`src/rtl/fcl1_pkg.sv`:
```
// Shared types and sizing constants for the FC-layer-1 MAC sequencer.
package fcl1_pkg;

  localparam int GROUP_SIZE = 5;
  localparam int MAX_IN     = 400;
  localparam int MAX_OUT    = 120;
  localparam int MAX_GRP    = MAX_IN / GROUP_SIZE + 1;

  localparam int NUM_IN_W   = $clog2(MAX_IN + 1);
  localparam int NUM_OUT_W  = $clog2(MAX_OUT + 1);
  localparam int ACT_ADDR_W = $clog2(MAX_GRP);
  localparam int WGT_ADDR_W = $clog2(MAX_OUT * MAX_GRP);
  localparam int IDX_W      = $clog2(MAX_OUT);

  typedef enum logic [2:0] {
    IDLE,
    ISSUE,
    DRAIN,
    OUT,
    FIN
  } state_e;

endpackage

```
`src/rtl/fcl1_grp_mask.sv`:
```
// Splits one buffer read into five activation/weight pairs, zeroing lanes
// beyond the remaining element count of the neuron.
module fcl1_grp_mask
  import fcl1_pkg::*;
#(
  parameter int OPERAND_WIDTH = 8
) (
  input  logic [NUM_IN_W-1:0]                              rem_cnt,
  input  logic [GROUP_SIZE*OPERAND_WIDTH-1:0]              act_rdata,
  input  logic [GROUP_SIZE*OPERAND_WIDTH-1:0]              wgt_rdata,
  output logic [GROUP_SIZE-1:0][1:0][OPERAND_WIDTH-1:0]    pairs
);

  always_comb begin
    // NOTE: assign a default before any conditional write so no latch is inferred.
    pairs = '0;
    for (int k = 0; k < GROUP_SIZE; k++) begin
      if (rem_cnt > NUM_IN_W'(k)) begin
        pairs[k][0] = act_rdata[k*OPERAND_WIDTH +: OPERAND_WIDTH];
        pairs[k][1] = wgt_rdata[k*OPERAND_WIDTH +: OPERAND_WIDTH];
      end
    end
  end

endmodule

```
`src/rtl/fcl1_mac_sched.sv`:
```
// FC-layer-1 sequencer: streams 5-element groups into mult_add_5pairs,
// accumulates per neuron, returns results over valid/ready.
// Optional macro FCL1_SCHED_BIAS_EN seeds each neuron's accumulator with a bias.
module fcl1_mac_sched
  import fcl1_pkg::*;
#(
  parameter int OPERAND_WIDTH = 8,
  parameter int MAC_LAT       = 2,
  parameter int ACC_WIDTH     = 32
) (
  input  logic                               fcl_sched_clk,
  input  logic                               fcl_sched_rst_b,
  input  logic                               start_i,
  input  logic [NUM_IN_W-1:0]                num_in_i,
  input  logic [NUM_OUT_W-1:0]               num_out_i,
  output logic                               busy_o,
  output logic                               done_o,
  output logic [ACT_ADDR_W-1:0]              act_addr_o,
  output logic [WGT_ADDR_W-1:0]              wgt_addr_o,
  output logic                               rd_en_o,
  input  logic [GROUP_SIZE*OPERAND_WIDTH-1:0] act_rdata_i,
  input  logic [GROUP_SIZE*OPERAND_WIDTH-1:0] wgt_rdata_i,
  output logic [1:0][OPERAND_WIDTH-1:0]      op_a_o,
  output logic [1:0][OPERAND_WIDTH-1:0]      op_b_o,
  output logic [1:0][OPERAND_WIDTH-1:0]      op_c_o,
  output logic [1:0][OPERAND_WIDTH-1:0]      op_d_o,
  output logic [1:0][OPERAND_WIDTH-1:0]      op_e_o,
  input  logic [2*OPERAND_WIDTH+2:0]         dp_sum_i,
`ifdef FCL1_SCHED_BIAS_EN
  input  logic [OPERAND_WIDTH-1:0]           bias_rdata_i,
  output logic [IDX_W-1:0]                   bias_addr_o,
`endif
  output logic                               res_valid_o,
  input  logic                               res_ready_i,
  output logic [ACC_WIDTH-1:0]               res_data_o,
  output logic [IDX_W-1:0]                   res_idx_o
);

  // Read -> rdata -> registered operands -> MAC_LAT datapath stages.
  localparam int PIPE_D = 2 + MAC_LAT;

  state_e                                          state;
  logic [NUM_IN_W-1:0]                             num_in_q;
  logic [NUM_OUT_W-1:0]                            num_out_q;
  logic [NUM_IN_W-1:0]                             rem_cnt;
  logic [NUM_IN_W-1:0]                             mask_rem;
  logic [PIPE_D-1:0]                               vld_sr;
  logic [ACC_WIDTH-1:0]                            acc;
  logic [GROUP_SIZE-1:0][1:0][OPERAND_WIDTH-1:0]   pairs;
  logic [GROUP_SIZE-1:0][1:0][OPERAND_WIDTH-1:0]   op_q;
  logic                                            last_grp;
  logic                                            last_idx;
`ifdef FCL1_SCHED_BIAS_EN
  logic                                            first_q;

  assign bias_addr_o = res_idx_o;
`endif

  assign last_grp = (rem_cnt <= NUM_IN_W'(GROUP_SIZE));
  assign last_idx = (res_idx_o == IDX_W'(num_out_q - NUM_OUT_W'(1)));

  fcl1_grp_mask #(
    .OPERAND_WIDTH (OPERAND_WIDTH)
  ) u_grp_mask (
    .rem_cnt   (mask_rem),
    .act_rdata (act_rdata_i),
    .wgt_rdata (wgt_rdata_i),
    .pairs     (pairs)
  );

  assign op_a_o = op_q[0];
  assign op_b_o = op_q[1];
  assign op_c_o = op_q[2];
  assign op_d_o = op_q[3];
  assign op_e_o = op_q[4];

  // mask_rem is zero in cycles with no read in flight, which forces the
  // operands back to zero whatever the buffers present.
  always_ff @(posedge fcl_sched_clk or negedge fcl_sched_rst_b) begin
    if (!fcl_sched_rst_b) begin
      mask_rem <= '0;
      op_q     <= '0;
      vld_sr   <= '0;
    end else begin
      mask_rem <= rd_en_o ? rem_cnt : '0;
      op_q     <= pairs;
      vld_sr   <= {vld_sr[PIPE_D-2:0], rd_en_o};
    end
  end

  always_ff @(posedge fcl_sched_clk or negedge fcl_sched_rst_b) begin
    if (!fcl_sched_rst_b) begin
      state       <= IDLE;
      busy_o      <= 1'b0;
      done_o      <= 1'b0;
      rd_en_o     <= 1'b0;
      act_addr_o  <= '0;
      wgt_addr_o  <= '0;
      res_valid_o <= 1'b0;
      res_data_o  <= '0;
      res_idx_o   <= '0;
      num_in_q    <= '0;
      num_out_q   <= '0;
      rem_cnt     <= '0;
      acc         <= '0;
`ifdef FCL1_SCHED_BIAS_EN
      first_q     <= 1'b0;
`endif
    end else begin
      // NOTE: sequential state uses non-blocking assignments only, so every
      // right-hand side below sees the pre-edge value.
      done_o <= 1'b0;
      if (vld_sr[PIPE_D-1]) begin
        acc <= acc + ACC_WIDTH'(dp_sum_i);
      end

      case (state)
        IDLE: begin
          if (start_i) begin
            num_in_q   <= num_in_i;
            num_out_q  <= num_out_i;
            busy_o     <= 1'b1;
            res_idx_o  <= '0;
            wgt_addr_o <= '0;
            act_addr_o <= '0;
            acc        <= '0;
            if (num_out_i == '0) begin
              state <= FIN;
            end else begin
              state   <= ISSUE;
              rd_en_o <= (num_in_i != '0);
              rem_cnt <= num_in_i;
`ifdef FCL1_SCHED_BIAS_EN
              first_q <= 1'b1;
`endif
            end
          end
        end

        ISSUE: begin
`ifdef FCL1_SCHED_BIAS_EN
          first_q <= 1'b0;
          if (first_q) begin
            acc <= ACC_WIDTH'(bias_rdata_i);
          end
`endif
          if (rd_en_o) begin
            wgt_addr_o <= wgt_addr_o + WGT_ADDR_W'(1);
          end
          if (rd_en_o && !last_grp) begin
            act_addr_o <= act_addr_o + ACT_ADDR_W'(1);
            rem_cnt    <= rem_cnt - NUM_IN_W'(GROUP_SIZE);
          end else begin
            rd_en_o <= 1'b0;
            state   <= DRAIN;
          end
        end

        DRAIN: begin
          if (vld_sr == '0) begin
            res_data_o  <= acc;
            res_valid_o <= 1'b1;
            state       <= OUT;
          end
        end

        OUT: begin
          if (res_ready_i) begin
            res_valid_o <= 1'b0;
            if (last_idx) begin
              state <= FIN;
            end else begin
              res_idx_o  <= res_idx_o + IDX_W'(1);
              acc        <= '0;
              act_addr_o <= '0;
              rem_cnt    <= num_in_q;
              rd_en_o    <= (num_in_q != '0);
              state      <= ISSUE;
`ifdef FCL1_SCHED_BIAS_EN
              first_q    <= 1'b1;
`endif
            end
          end
        end

        FIN: begin
          busy_o <= 1'b0;
          done_o <= 1'b1;
          state  <= IDLE;
        end

        default: state <= IDLE;
      endcase
    end
  end

endmodule

```
`config.mk`:
```
export PLATFORM = sky130hd
export DESIGN_NAME = fcl1_mac_sched
export DESIGN_NICKNAME = d
export VERILOG_FILES = /design/src/rtl/fcl1_pkg.sv /design/src/rtl/fcl1_grp_mask.sv /design/src/rtl/fcl1_mac_sched.sv
export SDC_FILE = /design/constraint.sdc
export NUM_CORES = 1
export LEC_CHECK = 0
export ABC_AREA = 1
export CAP_MARGIN = 30
export CORE_UTILIZATION = 45
export DETAILED_ROUTE_END_ITERATION = 16
export HOLD_SLACK_MARGIN = 0.1
export PLACE_DENSITY_LB_ADDON = 0.08
export REMOVE_ABC_BUFFERS = 1
export SYNTH_ARGS = -nofsm -noshare
export SYNTH_HDL_FRONTEND = slang
export SYNTH_SLANG_ARGS = --single-unit
```
`constraint.sdc`:
```
create_clock -name fcl_sched_clk -period 3.43 [get_ports fcl_sched_clk]
set_input_delay 0.343 -clock fcl_sched_clk [delete_from_list [all_inputs] [get_ports fcl_sched_clk]]
set_output_delay 0.343 -clock fcl_sched_clk [all_outputs]
set_load 0.01 [all_outputs]
```
==> reports/summary.txt <==
Status: finished clean
R2R setup slack: 840 ps
CP bufs+invs: 3
Simple-Gate Fraction of Synth Area: 0.2556
Register area share after synthesis: 0.5119
Initial antenna violation count: 0
Slew Limit Fails: 0
IR drop worst, VDD: 477.6 uV
Multiplexer area fraction after synthesis: 0.01687
Maxcap violations: 0
Post-layout util: 0.6291
Clock Latency Late Sink: 520 ps
IO Pins: 263
First-pass GRT wire length: 44390 um
Xor-xnor portion of the synthesized cell area: 0.01734
WL final: 27780 um
Via Count: 9247
P_leak: 7.129 nW
Power Density: 856.8 nW/um^2
CP max FO: 16
DIE AREA: 24190 um^2
Worst slew pin tran: 931.4 ps
Area grow syn2layout: 35.48%
Share of layout cells above drive strength 1: 0.06340
FMAX: 0.3867 GHz
GRT overflow: 0
Critical path startpoint category: register
Hold violation count in the final report: 0
Residual DRC: 0
Worst path most repeated cell: nand2_1
I/O Buffers: 262
Met1 GRT Util: 0.3107
Hold slack final: 337.2 ps
Ys async rst share: 1.000
Seq cells post-synth: 217
Setup repair bufs after CTS: 0
Final setup fails: 0
Highest-delay cell along the critical path: nor2_1
Clock Tree Buf Depth: 3
Ant diodes: 0
Worst hold path class: in2reg
Setup_tns: 0 ps
Post-Syn Area: 10610 um^2
# resized after CTS: 0
Die Y: 155.5 um
WP data required: 3830 ps
CP max stage delay: 520 ps
EDFF count, synth: 0
Synth Warn #: 0
Largest net degree at the start of global routing: 103
Post-Synth Adder-Cell Area: 0.03137
Die Width: 155.5 um
Ys flop type: dfrtp_1
Tot GR Track Use: 0.2293
Synth area leader: dfrtp_1
CP Capture Type: register
DRT antenna net count: 0
Compound-cell area share of the yosys netlist: 0.07642
Synth area leaders: dfrtp_1 51%, nand2_1 11%, inv_1 7.4%
Core Area: 22850 um^2
CTS Buf Count: 25
Largest family of logic cells by synthesized area: simple AND/OR/NAND/NOR gates
Crit-path leading delay family: simple AND/OR/NAND/NOR gates
Slew margin rel.: 0.3757
Tmin final: 2586 ps
Post-Syn Instances: 1309
Met3 Resource Use GR: 0.03472
M2 GR Usage: 0.3882
Initial Util: 0.4643
Syn_area_per_cell: 8.105 um^2
DP HPWL: 20680 um
CTS sink count: 217
Clock Skew: 13.22 ps
Commonest cells after routing, fill and taps aside: 305 x nand2_1, 261 x clkdlybuf4s50_1, 217 x dfrtp_1
Root Driver: clkbuf_16
DRT Pass-1 Iters: 5
Wirelength per Cell: 14.58 um
H-tree depth: 1
CTS tree: built
# rows: 55
RSZ-0062 raised after global routing: no
Number of global-route vias before repair: 8644
Data arrival time of the critical path: 2990 ps
Final worst-path cycle share: 0.7540
Gpl congestion: 0.8905
DR iter-0 viols: 462
Via density: 4.852
WS Path Type: reg2reg
Crit-path cells: inv_1 -> nand3_2 -> inv_2 -> nor2_1 -> inv_1 -> nand2_1 -> nor2_1 -> nand3_1 -> nand2_1 -> nand2_1
Clock-pin slew on the worst setup and hold paths: 60 ps
Most Used Layer, Global Route: met2
# nets final: 1724
Synth cell types: 47
Most common cell after layout, fill and taps aside: nand2_1
Post-synth top area share: 0.5119
[state kept, by name, summed over array words and instances, names as in the netlist]
register,cells
num_out_q,7
rem_cnt,9
state,3
wgt_addr_o,14
res_valid_o,1
op_c_o,16
op_e_o,16
op_a_o,16
busy_o,1
act_addr_o,7
op_d_o,16
op_b_o,16
vld_sr,4
num_in_q,9
res_data_o,32
rd_en_o,1
acc,32
done_o,1
res_idx_o,7
mask_rem,9
[what timing repair did]
action	in CTS	in global routing
endpoints found under the hold margin	98	0
hold buffers	1	0
endpoints found under the setup margin	0	0
[final cells by class]
cell class	count	area [um^2]
inverter	215	807.0
tap	313	391.6
timing repair buffer	275	2753
multi-input combinational	845	4218
clock inverter	7	93.84
fill	2062	8474
clock buffer	34	679.4
sequential	217	5430
[synthesized netlist by cell type, drive strengths merged, types with 2 or more instances]
cell,n
a31o,2
a31oi,2
o22ai,3
nor2,190
o21bai,2
nand3b,2
mux2,15
nand2,313
o211ai,4
xor2,13
o31ai,3
o21a,3
nor3b,2
xnor2,8
a21oi,43
ha,25
nand3,65
nand4,22
inv,214
o21ai,82
nor4,12
o221ai,2
buf,17
or2,7
dfrtp,217
nor3,19
clkbuf,15
[per-stage QoR]
step                cell area, um^2  power, mW  cells  setup slack (ps)
finish                        14370      12.31   1906             843.8
floorplan                     10460      7.208   1277              1019
CTS                           14370      12.43   1906             862.9
global placement              13580      9.717   1863             762.7
global route                  14370      13.24   1906             604.9
detailed placement            13590      9.824   1864             686.6
[report_power, final]
group	internal [mW]	switching [mW]
combinational	2.40	3.22
clock	1.52	1.03
sequential	3.53	0.614
[worst reg2reg max path, stage by stage, from the launching register on]
cell and delay (ps):
dfrtp_1 380, inv_1 120, nand3_2 210, inv_2 340, nor2_1 100, inv_1 60
nand2_1 50, nor2_1 520, nand3_1 470, nand2_1 150, nand2_1 70
[path summary, 6_finish.rpt]
| path | start | end | depth (start not counted) |
|---|---|---|---|
| min reg2reg | vld_sr[1]$_DFF_PN0_ | vld_sr[2]$_DFF_PN0_ | 0 |
| max | state[2]$_DFFE_PN0P_ | rem_cnt[7]$_DFFE_PN0P_ | 10 |
| min in group asynchronous | fcl_sched_rst_b | op_d_o[2]$_DFF_PN0_ | 2 |
| max reg2reg | state[2]$_DFFE_PN0P_ | rem_cnt[7]$_DFFE_PN0P_ | 10 |
| max in group asynchronous | fcl_sched_rst_b | num_in_q[5]$_DFFE_PN0P_ | 3 |
| min | act_rdata_i[4] | op_a_o[4]$_DFF_PN0_ | 3 |
[cell families after synthesis]
logic type / after synthesis
XOR/XNOR: 21
flip-flops: 217
buffers and inverters: 247
AND/OR/NAND/NOR: 633
multiplexers: 16
adder cells (fa/ha/maj): 26
AO/OA/AOI/OAI: 149
[metal layers]
layer	wire length, um	part of all wire
met5	0	0
met4	364	0.013
met3	1657	0.060
met2	13070	0.47
met1	12700	0.46
Note: power is estimated with default switching activity, not from simulation.
